===== src/rtl/ula_multiciclo.sv =====
// EX-stage ALU: combinational single-cycle ops plus an iterative multiply/divide unit with HI/LO.
// Define ULA_OVERFLOW_EN to add the signed ADD/SUB overflow output.
module ula_multiciclo #(
  parameter  int WIDTH = 32,
  localparam int SHW   = $clog2(WIDTH)
) (
  input  logic             clock,
  input  logic             reset,
  input  logic [WIDTH-1:0] in1,
  input  logic [WIDTH-1:0] in2,
  input  logic [4:0]       OP,
  input  logic [SHW-1:0]   shamt,
  input  logic             start,
  output logic [WIDTH-1:0] result,
  output logic             zero_flag,
  output logic             busy,
  output logic             done,
  output logic [WIDTH-1:0] hi,
  output logic [WIDTH-1:0] lo
`ifdef ULA_OVERFLOW_EN
  ,
  output logic             overflow
`endif
);

  typedef enum logic [1:0] {IDLE, RUN, FIN} state_t;

  state_t           state, state_nx;
  logic [SHW-1:0]   cnt;
  logic [WIDTH:0]   acc;
  logic [WIDTH-1:0] q, b_mag, dvd;
  logic             is_div, neg_q, neg_r, div0;

  logic [WIDTH-1:0] sum_w, diff_w;
  assign sum_w  = in1 + in2;
  assign diff_w = in1 - in2;

  // ---------------- single-cycle ops ----------------
  always_comb begin
    result = '0;
    case (OP)
      5'b00000: result = in1 & in2;
      5'b00001: result = in1 | in2;
      5'b00010: result = sum_w;
      5'b00011: result = in1 << in2[SHW-1:0];
      5'b00100: result = in1 >> in2[SHW-1:0];
      5'b00101: result = WIDTH'($signed(in1) >>> in2[SHW-1:0]);
      5'b00110: result = diff_w;
      5'b00111: result = WIDTH'($signed(in1) < $signed(in2));
      5'b01000: result = diff_w;
      5'b01001: result = in1 << shamt;
      5'b01010: result = in1 >> shamt;
      5'b01011: result = in1 ^ in2;
      5'b01100: result = ~(in1 | in2);
      5'b01101: result = WIDTH'($signed(in1) >>> shamt);
      5'b01111: result = WIDTH'(in1 < in2);
      5'b10100: result = hi;
      5'b10101: result = lo;
      default:  result = '0;
    endcase
  end

  // BNE-SUB inverts the sense so the branch is taken on inequality
  assign zero_flag = (OP == 5'b01000) ? (result != '0) : (result == '0);

`ifdef ULA_OVERFLOW_EN
  always_comb begin
    overflow = 1'b0;
    if (OP == 5'b00010)
      overflow = (in1[WIDTH-1] == in2[WIDTH-1]) && (sum_w[WIDTH-1] != in1[WIDTH-1]);
    else if (OP == 5'b00110)
      overflow = (in1[WIDTH-1] != in2[WIDTH-1]) && (diff_w[WIDTH-1] != in1[WIDTH-1]);
  end
`endif

  // ---------------- multi-cycle unit ----------------
  logic             accept, last;
  logic             sgn, a_neg, b_neg;
  logic [WIDTH-1:0] a_mag_in, b_mag_in;

  assign accept   = (state == IDLE) && start && (OP[4:2] == 3'b100);
  assign last     = (state == RUN) && (cnt == SHW'(WIDTH-1));
  assign sgn      = ~OP[0];
  assign a_neg    = sgn & in1[WIDTH-1];
  assign b_neg    = sgn & in2[WIDTH-1];
  assign a_mag_in = a_neg ? -in1 : in1;
  assign b_mag_in = b_neg ? -in2 : in2;

  logic [WIDTH:0]   mul_sum, div_sh, div_diff, acc_n;
  logic [WIDTH-1:0] q_n;

  // one iteration: shift-add for multiply, restoring shift-subtract for divide
  always_comb begin
    mul_sum  = acc + {1'b0, (q[0] ? b_mag : '0)};
    div_sh   = {acc[WIDTH-1:0], q[WIDTH-1]};
    div_diff = div_sh - {1'b0, b_mag};
    acc_n    = {1'b0, mul_sum[WIDTH:1]};
    q_n      = {mul_sum[0], q[WIDTH-1:1]};
    if (is_div) begin
      if (div_sh >= {1'b0, b_mag}) begin
        acc_n = div_diff;
        q_n   = {q[WIDTH-2:0], 1'b1};
      end else begin
        acc_n = div_sh;
        q_n   = {q[WIDTH-2:0], 1'b0};
      end
    end
  end

  logic [2*WIDTH-1:0] prod, prod_s;
  logic [WIDTH-1:0]   quot, rem, hi_fin, lo_fin;

  // sign correction applied to the result of the final iteration
  always_comb begin
    prod   = {acc_n[WIDTH-1:0], q_n};
    prod_s = neg_q ? -prod : prod;
    quot   = neg_q ? -q_n : q_n;
    rem    = neg_r ? -acc_n[WIDTH-1:0] : acc_n[WIDTH-1:0];
    hi_fin = prod_s[2*WIDTH-1:WIDTH];
    lo_fin = prod_s[WIDTH-1:0];
    if (is_div) begin
      hi_fin = div0 ? dvd : rem;
      lo_fin = div0 ? '1  : quot;
    end
  end

  always_comb begin
    state_nx = state;
    busy     = 1'b0;
    done     = 1'b0;
    case (state)
      IDLE: if (accept) state_nx = RUN;
      RUN: begin
        busy = 1'b1;
        if (last) state_nx = FIN;
      end
      FIN: begin
        done     = 1'b1;
        state_nx = IDLE;
      end
      default: state_nx = IDLE;
    endcase
  end

  always_ff @(posedge clock) begin
    if (reset) state <= IDLE;
    else       state <= state_nx;
  end

  always_ff @(posedge clock) begin
    if (reset) begin
      hi     <= '0;
      lo     <= '0;
      cnt    <= '0;
      acc    <= '0;
      q      <= '0;
      b_mag  <= '0;
      dvd    <= '0;
      is_div <= 1'b0;
      neg_q  <= 1'b0;
      neg_r  <= 1'b0;
      div0   <= 1'b0;
    end else if (accept) begin
      cnt    <= '0;
      acc    <= '0;
      q      <= a_mag_in;
      b_mag  <= b_mag_in;
      dvd    <= in1;
      is_div <= OP[1];
      neg_q  <= a_neg ^ b_neg;
      neg_r  <= a_neg;
      div0   <= (in2 == '0);
    end else if (state == RUN) begin
      cnt <= cnt + SHW'(1);
      acc <= acc_n;
      q   <= q_n;
      if (last) begin
        hi <= hi_fin;
        lo <= lo_fin;
      end
    end
  end

endmodule


===== config.mk =====
export PLATFORM = sky130hd
export DESIGN_NAME = ula_multiciclo
export DESIGN_NICKNAME = d
export VERILOG_FILES = /design/src/rtl/ula_multiciclo.sv
export SDC_FILE = /design/constraint.sdc
export NUM_CORES = 2
export LEC_CHECK = 0
export CAP_MARGIN = 20
export CORE_MARGIN = 8
export CORE_UTILIZATION = 25
export DETAILED_ROUTE_END_ITERATION = 10
export SLEW_MARGIN = 20
export SYNTH_ARGS = -nofsm -noshare
export SYNTH_HDL_FRONTEND = slang
export SYNTH_SLANG_ARGS = --single-unit

===== constraint.sdc =====
create_clock -name clock -period 6.1 [get_ports clock]
set_input_delay 1.22 -clock clock [delete_from_list [all_inputs] [get_ports clock]]
set_output_delay 1.22 -clock clock [all_outputs]
set_load 0.03 [all_outputs]

Word level (Yosys, flattened, before mapping)
Cells that the tools add are included.
{"block": "word_totals", "input_bits": 77, "reg_bits": 204, "out_inout_bits": 99, "elab_cells": 98}
{"block": "classes", "magnitude_cmp": 3, "reduce_logical": 13, "n_eq_ne": 22, "addsub": 10, "n_shift": 6, "bitwise_logic": 9, "mux": 23}
{"cell": "$pmux 32 s16", "n": 1}
{"cell": "$mux 32", "n": 12}
{"cell": "$neg 32->32", "n": 4}
{"cell": "$mux 33", "n": 2}
{"cell": "$logic_not 32->1", "n": 2}
{"cell": "$lt 32x32->1", "n": 2}
{"cell": "$mux 64", "n": 1}
{"cell": "$neg 64->64", "n": 1}
{"cell": "$shl 32x5->32", "n": 2}
{"cell": "$shr 32x5->32", "n": 2}
{"cell": "$sshr 32x5->32", "n": 2}
{"cell": "$eq 5x4->1 const B", "n": 7}
{"cell": "$add 33x32->33", "n": 1}
{"cell": "$ge 33x32->1", "n": 1}
{"cell": "$sub 33x32->33", "n": 1}
{"cell": "$add 32x32->32", "n": 1}
{"cell": "$and 32x32->32", "n": 1}
{"cell": "$not 32->32", "n": 1}
{"cell": "$or 32x32->32", "n": 1}
{"cell": "$reduce_bool 32->1", "n": 1}
{"cell": "$sub 32x32->32", "n": 1}
{"cell": "$xor 32x32->32", "n": 1}
{"cell": "$eq 5x3->1 const B", "n": 4}
{"cell": "$eq 5x5->1 const B", "n": 3}
{"cell": "other kinds (20)", "n": 31}

Longest topological paths before layout
{"block": "depth", "depth_word": 7, "mapped_depth": 25, "ltp_nobuf": 21}

Worst setup path before layout
No wires, ideal clock.
{"block": "synth_path", "path_kind": "input to output", "startpoint": "input port in1[14]", "endpoint": "output port zero_flag", "setup_slack_ns": -0.570, "path_buffers": 2, "arrival_time_ns": 5.450, "required_ns": 4.880, "path_stages": 17, "path_cell_list": "clkbuf_1 inv_1 ha_1 clkbuf_1 nor4_1 nor2b_1 nand2_1 a21o_1 a31oi_1 o21ai_0 nor4_1 a31oi_1 o21ai_0 nor4_1 nand4b_1 nor3_2 xnor2_1"}
{"block": "synth_between", "word_cells_on_any_way": 18, "classes_between": "add/sub (2); order compare (2); shift (6); mux (2); bitwise (4); reduce/logical (2)"}
{"element": "start: declaration", "line_no": "9", "rtl": "input logic [WIDTH-1:0] in1,"}
{"element": "$sub 32x32->32 (tied with other cells)", "line_no": "36", "rtl": "assign diff_w = in1 - in2;"}
{"element": "$pmux 32 s16 *", "line_no": "41", "rtl": "case (OP)"}
{"element": "net result[26]", "line_no": "14", "rtl": "output logic [WIDTH-1:0] result,"}
{"element": "$logic_not 32->1 or $reduce_bool 32->1 (tied branches)", "line_no": "64", "rtl": "assign zero_flag = (OP == 5'b01000) ? (result != '0) : (result == '0);"}
{"element": "$mux 1 *", "line_no": "64"}
{"element": "end: declaration", "line_no": "15", "rtl": "output logic zero_flag,"}
The timed path passes the listed nets; every way through them passes the cells marked *.

Final worst setup path
{"block": "layout_path", "startpoint": "input port OP[4]", "endpoint": "output port zero_flag"}
{"block": "layout_between", "elab_chain_cells": 5, "word_cells_on_any_way": 22, "classes_between": "eq/ne (16); mux (2); reduce/logical (4)"}
{"element": "start: declaration", "line_no": "11", "rtl": "input logic [4:0] OP,"}
{"element": "$eq 5x4->1 or $eq 5x3->1 (tied branches)", "line_no": "41, 64"}
{"element": "$reduce_or 2->1 (no line)"}
{"element": "$pmux 32 s16", "line_no": "41"}
{"element": "$logic_not 32->1 or $reduce_bool 32->1 (tied branches)", "line_no": "64"}
{"element": "$mux 1 *", "line_no": "64"}
Every way passes the cells marked *; elsewhere a longest branch is shown, timed or not.

==> impl_metrics.tcl <==
set metrics [dict create \
    outcome "complete, but fails checks" \
    violations "setup timing" \
    root_buffer "clkbuf_16" \
    syn-num-nets 4461 \
    pwr_density_cell_nw_per_um2 147.5 \
    synthToLayoutAreaGrowth_pct 44.33 \
    worst-path-buf-inv 5 \
    max_stage_delay_ps 530 \
    row_count 125 \
    setup_violations 3 \
    htreeDepth 1 \
    synth_compound_area_frac 0.3301 \
    drtAntennaViolNets 0 \
    ios 176 \
    layout_commonest_cell "buf_4" \
    crit_path_start_kind "primary input" \
    clk_latency_ps 540 \
    path_class "in2out" \
    synthSimpleGateAreaFrac 0.2501 \
    syn_area_sq_um 28940 \
    antenna_found_initial 12 \
    async_reset_ff_frac 0 \
    layout_common_cells "976 x buf_4, 439 x nor2_1, 428 x nand2_1, 356 x a21oi_1, 233 x o21ai_0" \
    max_slew_margin 0.2532 \
    synth_top_family_by_area "compound AO/OA/AOI/OAI gates" \
    path_clk_slew_ps 70 \
    max-vdd-ir-drop_v 0.0001476 \
    end_kind "primary output" \
    dp.final_hpwl_microns 151800 \
    dieHeight_microns 356.2 \
    holdCritPathClass "reg2reg" \
    max_freq_mhz 146.3 \
    dieArea_sq_um 126900 \
    fin_crit_sh 1.121 \
    post_drt_wl_per_cell_microns 27.70 \
    leakagePower_nw 17.40 \
    worst_slack_ps -736.3 \
    cp.arrival_ps 5620 \
    grt_max_degree 95 \
    drive_gt1_frac 0.2900 \
    cts_made_buffers 20 \
    drv_slew 0 \
    rsz0062_at_grt "true" \
    drv_cap 0 \
    track_usage 0.2741 \
    crit_required_ps 4880 \
    die_x_microns 356.2 \
    rrSetupSlack_ps 210 \
    first_pass_iters 8 \
    slowest_stage "or4_4" \
    ys_warn_count 0 \
    synth_fa_ha_area_frac 0.07584 \
    clkSinkCount 204 \
    start_util 0.2507 \
    yosysSeqAreaShare 0.1411 \
    gp_congestion 1.105 \
    syn_avg_cell_area_sq_um 6.872 \
    ys_types 115 \
    hold_viol_final 0 \
    syn_inst 4211 \
    synthMuxAreaShare 0.07917 \
    clock_path_buffers 3 \
    pre_cts_ws_ps -1714 \
    synthXorXnorAreaFrac 0.05176 \
    fin_crit_ps 6836 \
    drcViolationCount 0 \
    grt_pass1_vias 35910 \
    crit_fanout 10 \
    synth_edf_count 0 \
    vias 39410 \
    vias_per_cell 5.900 \
    cts_tree "yes" \
    grt_pass1_wl_microns 259200 \
    ys_seq_elements 204 \
    dominantRegCellSynth "dfxtp_1" \
    finalInstanceArea_sq_um 41770 \
    worstMarginPinSlew_ps 1120 \
    grt_overflow 0 \
    drt_iter0_markers 5467 \
    nets 5387 \
    core-area_sq_um 115400 \
    io_buffer_count 175 \
    routed_wirelength_microns 185000 \
    path_cells "buf_6 > buf_6 > buf_12 > or3b_4 > o21ai_4 > nand2_2 > mux4_2 > a221oi_4 > a211oi_1 > or4_4 > or4_4 > nor4_2 > buf_4 > nor4bb_4 > nand4b_1 > nor3_2 > xnor2_2 > buf_12" \
    placed_cell_area_sq_um 39160 \
    cp_top_family "simple AND/OR/NAND/NOR gates" \
    finClkSkew_ps 18.11 \
    cts.hold.buffers_added 0 \
]
[synthesized netlist by cell type (all sizes together) (38+ instances only)]
cell,instances,area share
nor2,455,0.060
nand2,439,0.057
a21oi,394,0.068
o21ai,266,0.047
clkbuf,244,0.034
dfxtp,204,0.14
inv,173,0.022
ha,169,0.073
nor3,158,0.028
nand3,152,0.026
mux2i,140,0.048
xnor2,134,0.041
a211oi,133,0.035
o211ai,84,0.022
buf,74,0.015
a21o,63,0.016
nand4,49,0.011
o31ai,49,0.013
a22oi,48,0.012
a31oi,48,0.010
and3,47,0.011
or3,40,0.0088
a221oi,38,0.012
[where the power goes]
part	internal (W)	leakage [nW]	switching [W]	total [W]
registers	0.00136	1.65	0.0000290	0.00139
clock network	0.000677	0.312	0.000612	0.00129
logic	0.00146	15.4	0.00202	0.00348
total	0.00349	17.4	0.00267	0.00616
[per-layer routing]
metal / vias up / track usage / wire length [microns]
met1: 18910 / 0.3877 / 79240
met5: - / 0 / 36
li1: 17480 / - / -
met3: 465 / 0.07468 / 22980
met4: 6 / 0.1236 / 10520
met2: 2549 / 0.3822 / 72260
[repair_timing]
| action | CTS | global route |
|---|---|---|
| setup endpoints to repair | 30 | 22 |
| resized for setup | 302 | 126 |
| setup buffers | 36 | 40 |
| pin swaps | 54 | 45 |
[state kept, by name (all words and copies together), names as in the netlist, 2 cells and up]
signal and flops:
hi 32, lo 32, q 32, cnt 5, state 2, dvd 32
acc 33, b_mag 32
[worst paths after layout]
path	startpoint	end	depth (start not counted)
max reg2reg	q[0]	hi[28]	18
min reg2reg	dvd[12]	dvd[12]	2
min	dvd[12]	dvd[12]	2
max	OP[4]	zero_flag	18
[logic make-up after synthesis]
group	Yosys count
buf+inv	496
fa+ha+maj	173
mux	198
simple gates	1538
flops	204
xor+xnor	171
compound gates	1431
[cell type report]
type	instances	area, sq um
flip-flops and latches	204	4089
multi-input cells	3511	24130
clock inverters	11	103.9
fillers	12290	73660
repair buffers	1222	10320
diodes	6	15.01
well taps	1524	1907
inverters	178	670.6
clock buffers	23	531.8
[worst register-to-register path: cells and delay by family (launching register included)]
family | cells | cell delay [ps]
AO/OA/AOI/OAI | 6 | 2270
XOR/XNOR | 1 | 370
adder cells (fa/ha/maj) | 1 | 350
buffers and inverters | 2 | 680
flip-flops | 1 | 340
AND/OR/NAND/NOR | 8 | 1740
[per-stage QoR]
step                      setup TNS (ps)  hold slack [ps]  total power (W)    util  cells
after global placement            -12740            442.1         0.004550  0.3392   6575
final                              -1342            456.4         0.006159  0.3618   6679
after global routing               -1723            473.6         0.006361  0.3617   6673
after detailed placement          -12540            446.5         0.004550  0.3392   6575
after CTS                          -1585            456.1         0.005966  0.3561   6644
after floorplan                   -82.39            431.2         0.002924       -   4211
No activity file was read; power rests on OpenSTA's default activity.
